--- config.mk ---
export PLATFORM = sky130hd
export DESIGN_NAME = tile_shuffler
export DESIGN_NICKNAME = d
export VERILOG_FILES = /design/src/rtl/chicken_pkg.sv /design/src/rtl/lfsr16.sv /design/src/rtl/tile_shuffler.sv
export SDC_FILE = /design/constraint.sdc
export NUM_CORES = 1
export LEC_CHECK = 0
export ABC_AREA = 1
export BUFFER_PORTS_ARGS = -buffer_cell sky130_fd_sc_hd__buf_2
export CORE_MARGIN = 5
export CORE_UTILIZATION = 30
export DETAILED_ROUTE_END_ITERATION = 8
export GPL_TIMING_DRIVEN = 0
export PLACE_DENSITY_LB_ADDON = 0.25
export SYNTH_ARGS = -nofsm -noshare
export SYNTH_HDL_FRONTEND = slang
export SYNTH_SLANG_ARGS = --single-unit
--- constraint.sdc ---
create_clock -name clk -period 6.1 [get_ports clk]
set_input_delay 0.305 -clock clk [delete_from_list [all_inputs] [get_ports clk]]
set_output_delay 0.305 -clock clk [all_outputs]
set_load 0.01 [all_outputs]
--- src/rtl/chicken_pkg.sv ---
// Shared board constants, packed tile-order layout and the shuffle state encoding.
package chicken_pkg;

  localparam int unsigned EDGE_N       = 24;
  localparam int unsigned CENTER_N     = 12;
  localparam int unsigned TILE_W       = 4;
  localparam int unsigned PIC_N        = 12;
  localparam int unsigned LFSR_W       = 16;
  localparam int unsigned IDX_W        = 5;
  localparam int unsigned CIDX_W       = 4;
  localparam int unsigned PROD_W       = LFSR_W + IDX_W;
  localparam int unsigned EDGE_BUS_W   = EDGE_N * TILE_W;
  localparam int unsigned CENTER_BUS_W = CENTER_N * TILE_W;

  localparam logic [LFSR_W-1:0] LFSR_MASK = 16'hB400;

  // Slot k of an order bus lives at bits [TILE_W*k +: TILE_W].
  typedef logic [TILE_W-1:0]       tile_t;
  typedef tile_t [EDGE_N-1:0]      edge_order_t;
  typedef tile_t [CENTER_N-1:0]    center_order_t;

  typedef enum logic [2:0] {
    ST_IDLE   = 3'd0,
    ST_INIT   = 3'd1,
    ST_SHUF_E = 3'd2,
    ST_SHUF_C = 3'd3,
    ST_DONE   = 3'd4
  } shuf_state_t;

  // Edge deck starts with every picture id twice, in pairs.
  function automatic tile_t edge_init(input int unsigned k);
    return TILE_W'(k / 2);
  endfunction

endpackage

--- src/rtl/lfsr16.sv ---
// Free-running 16-bit Galois LFSR (x^16+x^14+x^13+x^11+1), reloads SEED on reset.
module lfsr16
  import chicken_pkg::*;
#(
  parameter logic [LFSR_W-1:0] SEED = 16'hACE1
) (
  input  logic              clk,
  input  logic              rst,
  output logic [LFSR_W-1:0] q
);

  always_ff @(posedge clk) begin
    if (rst) begin
      q <= SEED;
    end else if (q[0]) begin
      q <= (q >> 1) ^ LFSR_MASK;
    end else begin
      q <= q >> 1;
    end
  end

endmodule

--- src/rtl/tile_shuffler.sv ---
// Fisher-Yates shuffle of the 24 edge and 12 center tiles, one swap per cycle,
// driven by a free-running LFSR so the result depends on when start is pressed.
module tile_shuffler
  import chicken_pkg::*;
#(
  parameter logic [LFSR_W-1:0] SEED = 16'hACE1
) (
  input  logic                    clk,
  input  logic                    rst,
  input  logic                    start,
  output logic                    busy,
  output logic                    done,
  output logic                    valid,
  output logic [EDGE_BUS_W-1:0]   random_edge_order,
  output logic [CENTER_BUS_W-1:0] random_center_order
);

  shuf_state_t         r_state;
  shuf_state_t         w_state_nxt;
  logic [IDX_W-1:0]    r_idx;
  logic [IDX_W-1:0]    w_idx_nxt;
  logic [LFSR_W-1:0]   w_lfsr;
  logic [IDX_W-1:0]    w_j;
  logic                w_load;
  logic                w_swap_e;
  logic                w_swap_c;
  logic                w_publish;
  logic                w_busy_nxt;
  logic                w_done_nxt;

  edge_order_t         r_e;
  center_order_t       r_c;
  edge_order_t         r_edge_out;
  center_order_t       r_center_out;
  logic                r_busy;
  logic                r_done;
  logic                r_valid;

  tile_t               w_e_i;
  tile_t               w_e_j;
  tile_t               w_c_i;
  tile_t               w_c_j;

  lfsr16 #(.SEED(SEED)) u_lfsr (
    .clk (clk),
    .rst (rst),
    .q   (w_lfsr)
  );

  // j = floor(lfsr * (i+1) / 2^16) always lands in 0..i.
  assign w_j = IDX_W'((PROD_W'(w_lfsr) * PROD_W'(r_idx + IDX_W'(1))) >> 16);

  assign w_e_i = r_e[r_idx];
  assign w_e_j = r_e[w_j];
  assign w_c_i = r_c[CIDX_W'(r_idx)];
  assign w_c_j = r_c[CIDX_W'(w_j)];

  always_ff @(posedge clk) begin
    if (rst) begin
      r_state <= ST_IDLE;
    end else begin
      r_state <= w_state_nxt;
    end
  end

  always_comb begin
    w_state_nxt = r_state;
    w_idx_nxt   = r_idx;
    w_load      = 1'b0;
    w_swap_e    = 1'b0;
    w_swap_c    = 1'b0;
    w_publish   = 1'b0;
    case (r_state)
      ST_IDLE: begin
        if (start) w_state_nxt = ST_INIT;
      end
      ST_INIT: begin
        w_load      = 1'b1;
        w_idx_nxt   = IDX_W'(EDGE_N - 1);
        w_state_nxt = ST_SHUF_E;
      end
      ST_SHUF_E: begin
        w_swap_e = 1'b1;
        if (r_idx == IDX_W'(1)) begin
          w_idx_nxt   = IDX_W'(CENTER_N - 1);
          w_state_nxt = ST_SHUF_C;
        end else begin
          w_idx_nxt = r_idx - IDX_W'(1);
        end
      end
      ST_SHUF_C: begin
        w_swap_c = 1'b1;
        if (r_idx == IDX_W'(1)) begin
          w_state_nxt = ST_DONE;
        end else begin
          w_idx_nxt = r_idx - IDX_W'(1);
        end
      end
      ST_DONE: begin
        w_publish   = 1'b1;
        w_state_nxt = ST_IDLE;
      end
      default: w_state_nxt = ST_IDLE;
    endcase
    w_busy_nxt = (w_state_nxt == ST_INIT) || (w_state_nxt == ST_SHUF_E) ||
                 (w_state_nxt == ST_SHUF_C);
    w_done_nxt = (w_state_nxt == ST_DONE);
  end

  // Working arrays, output holding registers and status flags.
  always_ff @(posedge clk) begin
    if (rst) begin
      r_idx        <= '0;
      r_e          <= '0;
      r_c          <= '0;
      r_edge_out   <= '0;
      r_center_out <= '0;
      r_busy       <= 1'b0;
      r_done       <= 1'b0;
      r_valid      <= 1'b0;
    end else begin
      r_idx  <= w_idx_nxt;
      r_busy <= w_busy_nxt;
      r_done <= w_done_nxt;
      if (w_load) begin
        for (int unsigned k = 0; k < EDGE_N; k++) r_e[k] <= edge_init(k);
        for (int unsigned k = 0; k < CENTER_N; k++) r_c[k] <= TILE_W'(k);
      end
      if (w_swap_e) begin
        r_e[r_idx] <= w_e_j;
        r_e[w_j]   <= w_e_i;
      end
      if (w_swap_c) begin
        r_c[CIDX_W'(r_idx)] <= w_c_j;
        r_c[CIDX_W'(w_j)]   <= w_c_i;
      end
      if (w_publish) begin
        r_edge_out   <= r_e;
        r_center_out <= r_c;
        r_valid      <= 1'b1;
      end
    end
  end

  assign busy                = r_busy;
  assign done                = r_done;
  assign valid               = r_valid;
  assign random_edge_order   = r_edge_out;
  assign random_center_order = r_center_out;

endmodule

; ---- Word-level counts from Yosys, hierarchy flattened
; Index checks and enable logic that the tools add are counted.
[classes]
order_cmp = 8
n_mul = 1
n_bitwise = 1
reduce_logical = 9
eq_ne = 10
n_mux = 38
n_addsub = 2
[op_table]
columns = op, n
row1 = two-way mux 96 bit, 3
row2 = bitwise mux 96 bit, 2
row3 = two-way mux 48 bit, 3
row4 = bitwise mux 48 bit, 2
row5 = binary-select mux 4 bit (select 5 bit), 2
row6 = demux 4 bit (select 5 bit), 2
row7 = binary-select mux 4 bit (select 4 bit), 2
row8 = demux 4 bit (select 4 bit), 2
row9 = two-way mux 4 bit, 8
row10 = multiplier 16 x 6 -> 21 bit, 1
row11 = two-way mux 16 bit, 1
row12 = one-hot mux 5 bit (3 select lines), 1
row13 = equality test 3 x 2 -> 1 bit (second input constant), 4
row14 = less-than comparator 5 x 6 -> 1 bit (second input constant), 2
row15 = one-hot mux 3 bit (4 select lines), 1
row16 = >= comparator 5 x 1 -> 1 bit (second input constant), 2
row17 = less-than comparator 4 x 5 -> 1 bit (second input constant), 2
row18 = two-way mux 5 bit, 2
row19 = two-way mux 3 bit, 3
row20 = >= comparator 4 x 1 -> 1 bit (second input constant), 2
row21 = adder 5 x 1 -> 6 bit (second input constant), 1
row22 = equality test 3 x 1 -> 1 bit (second input constant), 2
row23 = equality test 3 bit (second input constant), 2
row24 = equality test 5 x 1 -> 1 bit (second input constant), 1
row25 = other kinds (9), 16
[totals]
regBits = 315
elab_cells = 147
output_inout_bits = 147
in_bits = 3

; ---- Logic depth before layout (Yosys ltp)
; Gate-level depths: netlist (run 1).
[logic_depth]
ltp_word = 8
depth_mapped = 38

; ---- Cells and area by module
; Synthesis (run 1) repeated with hierarchy kept, for this count alone.
[hier_totals]
hier_cells = 3306
area_unflattened_um2 = 20968.9
[modules_own_cells]
columns = mod, instances, area_each_um2, cells_per_inst
row1 = tile_shuffler, 1, 20494.7, 3255
row2 = lfsr16, 1, 474.2, 51

; ---- Worst setup path after synthesis (run 1)
; No wires, ideal clock.
[synth_path]
path_type = register to register
startpoint = reg r_idx[0]
endpoint = reg r_c[40] in the netlist's numbering
path_stages_with_launch = 33
t_arrival_ns = 5.597
setup_slack_ns = 0.371
cell_sequence = dfxtp_1 buf_4 inv_2 buf_2 clkbuf_1 buf_2 ha_1 buf_4 clkbuf_1 nand2_1 inv_1 fa_1 fa_1 inv_1 fa_1 inv_1 ha_1 a21oi_1 nand2_1 a21oi_4 nand2_4 nand2_2 nand2_1 buf_6 nor2_2 buf_4 inv_1 nor2_4 inv_1 o21ai_0 inv_1 nand2_1 a21oi_1
[synth_via]
elab_chain_cells = 8
word_cells_on_any_way = 19
[synth_rtl]
columns = element, line
row1 = "start, declared", tile_shuffler.sv:20  ; logic [IDX_W-1:0] r_idx;
row2 = "start signal, assigned", tile_shuffler.sv:122  ; r_idx <= w_idx_nxt;
row3 = adder 5 x 1 -> 6 bit, tile_shuffler.sv:51  ; assign w_j = IDX_W'((PROD_W'(w_lfsr) * PROD_W'(r_idx + IDX_W'(1))) >> 16);
row4 = multiplier 16 x 6 -> 21 bit, tile_shuffler.sv:51
row5 = less-than comparator 4 x 5 -> 1 bit (not written as such) or >= comparator 4 x 1 -> 1 bit (tied branches), tile_shuffler.sv:135  ; r_c[CIDX_W'(w_j)] <= w_c_i;
row6 = logical AND 1 bit (not written as such), tile_shuffler.sv:135
row7 = two-way mux 4 bit (not written as such), tile_shuffler.sv:135
row8 = demux 4 bit (select 4 bit), tile_shuffler.sv:135
row9 = bitwise mux 48 bit (*), tile_shuffler.sv:135
row10 = two-way mux 48 bit (*), tile_shuffler.sv:133  ; if (w_swap_c) begin
row11 = "end signal, assigned by index", tile_shuffler.sv:134  ; r_c[CIDX_W'(r_idx)] <= w_c_j;
row12 = "end signal, assigned by index", tile_shuffler.sv:135
row13 = "end, declared", tile_shuffler.sv:32  ; center_order_t r_c;
; Mark *: on every way between the ends. The rest lies on a longest branch, timed or not. The select of a mux whose other input is x is not followed.
; A chain may end at the register's enable or synchronous reset.

; ---- Final worst setup path (run 1)
[layout_path]
startpoint = reg r_idx[1]
endpoint = reg r_e[32] in the netlist's numbering
[layout_via]
elab_chain_cells = 8
word_cells_on_any_way = 19
[layout_rtl]
columns = element, line
row1 = adder 5 x 1 -> 6 bit, tile_shuffler.sv:51
row2 = multiplier 16 x 6 -> 21 bit, tile_shuffler.sv:51
row3 = less-than comparator 5 x 6 -> 1 bit (not written as such) or >= comparator 5 x 1 -> 1 bit (tied branches), tile_shuffler.sv:131  ; r_e[w_j] <= w_e_i;
row4 = logical AND 1 bit (not written as such), tile_shuffler.sv:131
row5 = two-way mux 4 bit (not written as such), tile_shuffler.sv:131
row6 = demux 4 bit (select 5 bit), tile_shuffler.sv:131
row7 = bitwise mux 96 bit (*), tile_shuffler.sv:131
row8 = two-way mux 96 bit (*), tile_shuffler.sv:129  ; if (w_swap_e) begin
row9 = "end signal, assigned by index", tile_shuffler.sv:130  ; r_e[r_idx] <= w_e_j;
row10 = "end signal, assigned by index", tile_shuffler.sv:131
row11 = "end, declared", tile_shuffler.sv:31  ; edge_order_t r_e;
; Marks and branches as above.

==> results of run 1 <==
[logic make-up (layout without fill, tap and decap cells)]
logic type,Yosys count,count (layout)
xor+xnor,5,5
fa+ha+maj,85,85
buf+inv,591,870
other cells,0,4
flops,315,315
compound gates,1017,1017
simple gates,1188,1188
[metrics by stage]
step	setup WS [ns]	TNS, ns
after global routing	-0.0533	-0.221
final	0.151	0
after floorplan	0.371	0
after detailed placement	-2.30	-263.45
after CTS	0.0192	0
after global placement	-2.33	-264.61
[metal layers]
metal / global-route usage / vias up
met5: 0 / -
met4: 0.171 / 0
met3: 0.0687 / 383
met2: 0.422 / 1679
met1: 0.390 / 11700
li1: - / 11000
[worst max-delay path by stage]
stage	start	end	slack [ns]	cells past startpoint
global route	r_idx[1]	r_e[40]	-0.05	35
CTS	r_idx[0]	r_e[44]	0.02	34
floorplan	r_idx[0]	r_c[40]	0.37	32
finish	r_idx[1]	r_e[32]	0.15	29
global placement	r_idx[1]	r_e[20]	-2.33	30
detailed placement	r_idx[1]	r_e[20]	-2.30	30
[sequential cells by signal, summed over array words and instances, names as in the netlist]
| name | cells |
|---|---|
| busy | 1 |
| u_lfsr.q | 16 |
| done | 1 |
| random_edge_order | 96 |
| valid | 1 |
| r_c | 48 |
| r_idx | 5 |
| r_e | 96 |
| random_center_order | 48 |
| r_state | 3 |
[power breakdown]
part | internal [W] | switching (W) | total, W
sequential | 0.00219 | 0.000125 | 0.00231
clock | 0.00150 | 0.00104 | 0.00254
combinational | 0.00233 | 0.00506 | 0.00739
[cell usage in the layout (no fill, tap or decap), drive strengths merged]
master,count
a31oi,80
o31ai,5
nand3,127
o311ai,1
nor3,6
nand2,630
nand4,35
a21oi,381
o21a,1
a22o,3
o21ai,484
fa,55
or3,2
o41ai,1
or2,8
diode,4
clkinv,10
xor2,3
o22ai,1
clkbuf,185
and2,1
buf,287
nor2,379
clkinvlp,7
o21bai,57
ha,30
bufinv,4
inv,376
o221ai,2
xnor2,2
a21o,1
bufbuf,1
dfxtp,315
[area by class of cell]
class / instances / area (µm²)
tap: 882 / 1100
sequential: 315 / 6320
multi-input combinational: 2295 / 12500
inverter: 380 / 1440
clock inverter: 17 / 216
buffer: 202 / 1290
clock buffer: 53 / 1150
timing repair buffer: 218 / 1460
antenna: 4 / 10.0
fill: 7579 / 43000
[critical path: cells and delay by family (launching register included)]
kind	cells	cell delay [ns]
adder cells (fa/ha/maj)	5	2.13
buffers and inverters	10	1.38
AND/OR/NAND/NOR	12	1.65
AO/OA/AOI/OAI	2	0.35
flip-flops	1	0.36
[what timing repair did]
| item | 4_1_cts | 5_1_grt |
|---|---|---|
| buffers inserted | 33 | 32 |
| resized for setup | 139 | 94 |
| gates cloned | 2 | 2 |
| setup endpoints to repair | 144 | 144 |
| pin swaps | 19 | 42 |
==> results.yml, run 1 <==
run_status:
  status: "finished with violations"
  violations: "capacitance limit, slew limit"
placed_design:
  dpl_cell_area_um2: 22500
  dp_cells: 4232
  hpwl_um: 84000
  port_buffers: 149
  gp_congestion: 1.11
cts:
  cts_buffers: 39
  clockBufferDepth: 3
  htreeDepth: 2
  hold_buffers: 0
  clkLatencyLatePin_ns: 0.58
  cts.clk_slew.worst_paths_ns: 0.07
  cts.sinks: 315
  cts_tree: "done"
  cts_root_buffer: "clkbuf_16"
synth:
  synthesis.area_um2: 20700
  synthXorXnorAreaFrac: 0.00284
  yosys.area_share.simple: 0.239
  synth-seq-cells: 315
  synth.avg_cell_area_um2: 6.46
  synth_common_cells: "nand2_1, o21ai_0, a21oi_1"
  synth.net_count: 3289
  yosysUniqueCellTypes: 51
  synth_area_leaders: "dfxtp_1, o21ai_0, nand2_1"
  synth-edff-count: 0
  synth_top_area_share: 0.305
  synthCells: 3201
  synth_mux_area_frac: 0
  synth_compound_area_frac: 0.264
  synth_most_common_cell: "nand2_1"
  synth_ff_type: "dfxtp_1"
  async_flop_share: 0
  seq_area_frac_synth: 0.305
  synthAdderAreaFrac: 0.0714
  synth_top_family_by_area: "compound AO/OA/AOI/OAI gates"
  yosysWarnings: 0
  yosys.area.top_type: "dfxtp_1"
drt:
  wirelength_met1_um: 46100
  viasPerCell: 5.67
  maxUsedRoutingLayer: "met4"
  routedWlPerCell_um: 26.0
  drtIter0Drc: 3455
  drtPass1Iterations: 8
  drt_wl_total_um: 113000
  dr_wl_met2_um: 45900
  wl_met3_um: 13200
  drcViolationCount: 0
  vias: 24800
  ant_nets: 0
power:
  peakVddDrop_uv: 382
  power.static_leakage_nw: 11.4
  p_per_area_nw_per_um2: 481
  power_w: 0.0122
floorplanning:
  core_um2: 68500
  ioPinCount: 150
  dieArea_um2: 74300
  core.rowCount: 96
  fp.dieH_um: 273
  die_x_um: 273
  start_util: 0.302
critical_path:
  cp.required_ns: 6.61
  arrival_ns: 6.46
  timing.rr.start: "r_idx[1]"
  path_class: "reg2reg"
  endpoint_kind: "flip-flop"
  r2r_slack_ns: 0.15
  rr_worst_depth: 29
  crit_path_frequent_cell: "nand2_1"
  slowest_stage: "fa_1"
  crit_fanout: 10
  max_stage_delay_ns: 0.55
  timing.rr.end: "r_e[32]"
  start_kind: "flip-flop"
flow_run:
  cap_violations: 1
grt:
  antenna_found_initial: 3
  grt_pass1_vias: 22800
  grt_max_degree: 38
  track_usage: 0.290
  grt-ovfl-total: 0
  grt_pass1_wl_um: 160000
finish:
  final_nets: 3539
  layout.cells.non_filler: 4366
  drive_above_1_share: 0.151
  area_growth_pct: 23.0
  final_cell_area_um2: 25400
  fin_util: 0.372
sta:
  min_period_over_period: 0.975
  worst_pin_slew_ns: 1.61
  whs_ns: 0.0230
  hold_viol: 0
  slew_violations: 9
  maxSlewHeadroom: -0.0775
  fin_skew_ns: 0.0174
  min_period_ns: 5.95
  fmax_mhz: 168
  setup_violations: 0
min_path:
  min_to: "r_state[0]"
  worstHoldStart: "rst"
  whs_path_depth: 3
  worstHoldPathType: "in2reg"
(Power assumes the default switching activity.)
==> run 2, diff against run 1 <==
Settings changed: SYNTH_HIERARCHICAL set to 1.
==> run 2 against run 1 <==
  * Largest cell class unchanged
  * Critical path depth did not move
  * Highest routed layer unchanged
  * Clock-buffer cell count down 3
  * Register-to-register slack hardly changed
  * Wire length increased by 4.9%
  * Global-route usage grew 1.4 points
  * The flow now finishes without violations
==> results.yml, run 2 <==
power:
  p_per_area_nw_per_um2: 499
  power.static_leakage_nw: 12.2
  peakVddDrop_uv: 274
  power_w: 0.0129
min_path:
  min_to: "u_lfsr/q[0]"
  whs_path_depth: 2
  worstHoldPathType: "in2reg"
  worstHoldStart: "rst"
synth:
  yosysUniqueCellTypes: 47
  seq_area_frac_synth: 0.301
  synth.net_count: 3394
  synth_common_cells: "nand2_1, o21ai_0, inv_1"
  yosysWarnings: 6
  synth_top_area_share: 0.301
  async_flop_share: 0
  synth-edff-count: 0
  synth.avg_cell_area_um2: 6.34
  synth_area_leaders: "dfxtp_1, nand2_1, o21ai_0"
  synth_ff_type: "dfxtp_1"
  synthesis.area_um2: 21000
  synth_most_common_cell: "nand2_1"
  synth-seq-cells: 315
  synthCells: 3306
  yosys.area.top_type: "dfxtp_1"
cts:
  cts_root_buffer: "clkbuf_16"
  hold_buffers: 0
  clockBufferDepth: 3
  cts_tree: "done"
  clkLatencyLatePin_ns: 0.59
  cts.sinks: 315
  cts.clk_slew.worst_paths_ns: 0.06
  cts_buffers: 40
  htreeDepth: 2
flow_run:
  cap_violations: 0
placed_design:
  port_buffers: 149
  dp_worst_setup_slack_ns: -2.30
  hpwl_um: 86500
  gp_congestion: 1.05
finish:
  final_common_cell: "nand2_1"
  drive_above_1_share: 0.138
  layout_common_cells: "nand2_1, o21ai_0, inv_1"
  fin_util: 0.371
  area_growth_pct: 23.2
  final_nets: 3654
critical_path:
  endpoint_kind: "flip-flop"
  start_kind: "flip-flop"
  slowest_stage: "fa_1"
  cp_num_buf_inv: 10
  arrival_ns: 6.42
  cp.required_ns: 6.58
  path_class: "reg2reg"
  timing.rr.end: "r_e[8]"
  cpLargestDelayFamily: "adder cells"
  r2r_slack_ns: 0.16
  max_stage_delay_ns: 0.55
  timing.rr.start: "r_idx[4]"
  crit_fanout: 10
  rr_worst_depth: 29
floorplanning:
  ioPinCount: 150
  core_um2: 69700
  start_util: 0.301
  dieArea_um2: 75300
  die_x_um: 274
  fp.dieH_um: 274
  core.rowCount: 97
sta:
  fin_skew_ns: 0.0267
  hold_viol: 0
  maxSlewHeadroom: 0.0300
  min_period_over_period: 0.974
  setup_violations: 0
  setup_ws_ns: 0.156
  worst_pin_slew_ns: 1.46
  fmax_mhz: 168
  rsz0062_at_grt: "true"
  slew_violations: 0
  min_period_ns: 5.94
drt:
  viasPerCell: 5.49
  wl_met3_um: 13100
  drtIter0Drc: 2985
  drcViolationCount: 0
  drtPass1Iterations: 6
  maxUsedRoutingLayer: "met4"
  ant_nets: 0
  dr_wl_met2_um: 50200
  wirelength_met1_um: 46500
  drt_wl_total_um: 119000
  vias: 24900
  routedWlPerCell_um: 26.2
grt:
  grt_max_degree: 29
  track_usage: 0.304
  grt-ovfl-total: 0
  grt_pass1_vias: 23200
  antenna_found_initial: 6
  grt_pass1_wl_um: 166000
run_status:
  status: "complete, no violations"
[run 2: changes by cell type after synthesis, moves of 14 or more]
| cell | delta |
|---|---|
| o21bai_2 | -15 |
| a21oi_1 | -86 |
| nand4_1 | -21 |
| o21bai_1 | +24 |
| inv_1 | +47 |
| nand3_1 | +82 |
| o21ai_0 | -52 |
| a31oi_1 | -25 |
| nand2_1 | +88 |
| nor2_1 | +35 |
| o31ai_1 | +14 |
[run 2: where the power goes]
| part | leakage [nW] | internal [W] | switching (W) | total [W] |
|---|---|---|---|---|
| registers | 2.56 | 0.00218 | 0.000134 | 0.00231 |
| clock network | 0.623 | 0.00135 | 0.00104 | 0.00239 |
| logic | 9.06 | 0.00268 | 0.00550 | 0.00818 |
| total | 12.2 | 0.00621 | 0.00667 | 0.0129 |
[run 2: stage by stage]
stage / std cells / hold slack, ns / instance area [µm²] / TNS, ns
floorplan: 3306 / 0.405 / 21000 / 0
global placement: 4395 / 0.423 / 22900 / -271.88
detailed placement: 4395 / 0.426 / 22900 / -274.86
CTS: 4502 / 0.183 / 25100 / -0.123
global route: 4534 / 0.216 / 25800 / -0.565
finish: 4539 / 0.200 / 25800 / 0
[run 2: area by class of cell]
class	count	area (µm²)
Fill cell	7777	43800
Multi-Input combinational cell	2370	12700
Sequential cell	315	6310
Inverter	425	1610
Timing Repair Buffer	222	1510
Buffer	192	1220
Tap cell	940	1180
Clock buffer	50	1090
Clock inverter	20	173
Antenna cell	5	12.5
[run 2: kinds of logic after synthesis]
family                   after synthesis  share of synthesized area
AND/OR/NAND/NOR                     1394                      0.279
AO/OA/AOI/OAI                        889                      0.230
flip-flops                           315                      0.301
XOR/XNOR                               2                   0.000836
adder cells (fa/ha/maj)               85                     0.0704
buffers and inverters                621                      0.119
[run 2: layer usage]
layer  global-route usage  up-vias
met5                    0        -
met4                0.188        0
met3               0.0735      468
met2                0.460     1594
met1                0.389    11600
li1                     -    11200
[run 2: repair_timing]
action / 4_1_cts / 5_1_grt
gates resized for setup: 141 / 93
endpoints found under the setup margin: 144 / 144
setup buffers: 39 / 30
cloned: 2 / 2
pin swaps: 25 / 39
[run 2: worst max-delay path by stage]
stage / start / endpoint / slack (ns) / depth (start not counted)
2_1_floorplan: r_idx[0] / r_e[13] / 0.43 / 31
3_3_place_gp: r_idx[0] / r_c[23] / -2.30 / 25
3_5_place_dp: r_idx[0] / r_c[23] / -2.30 / 25
4_1_cts: r_idx[0] / r_e[44] / -0.03 / 31
5_1_grt: r_idx[2] / r_e[11] / -0.03 / 35
6_report: r_idx[4] / r_e[8] / 0.16 / 29
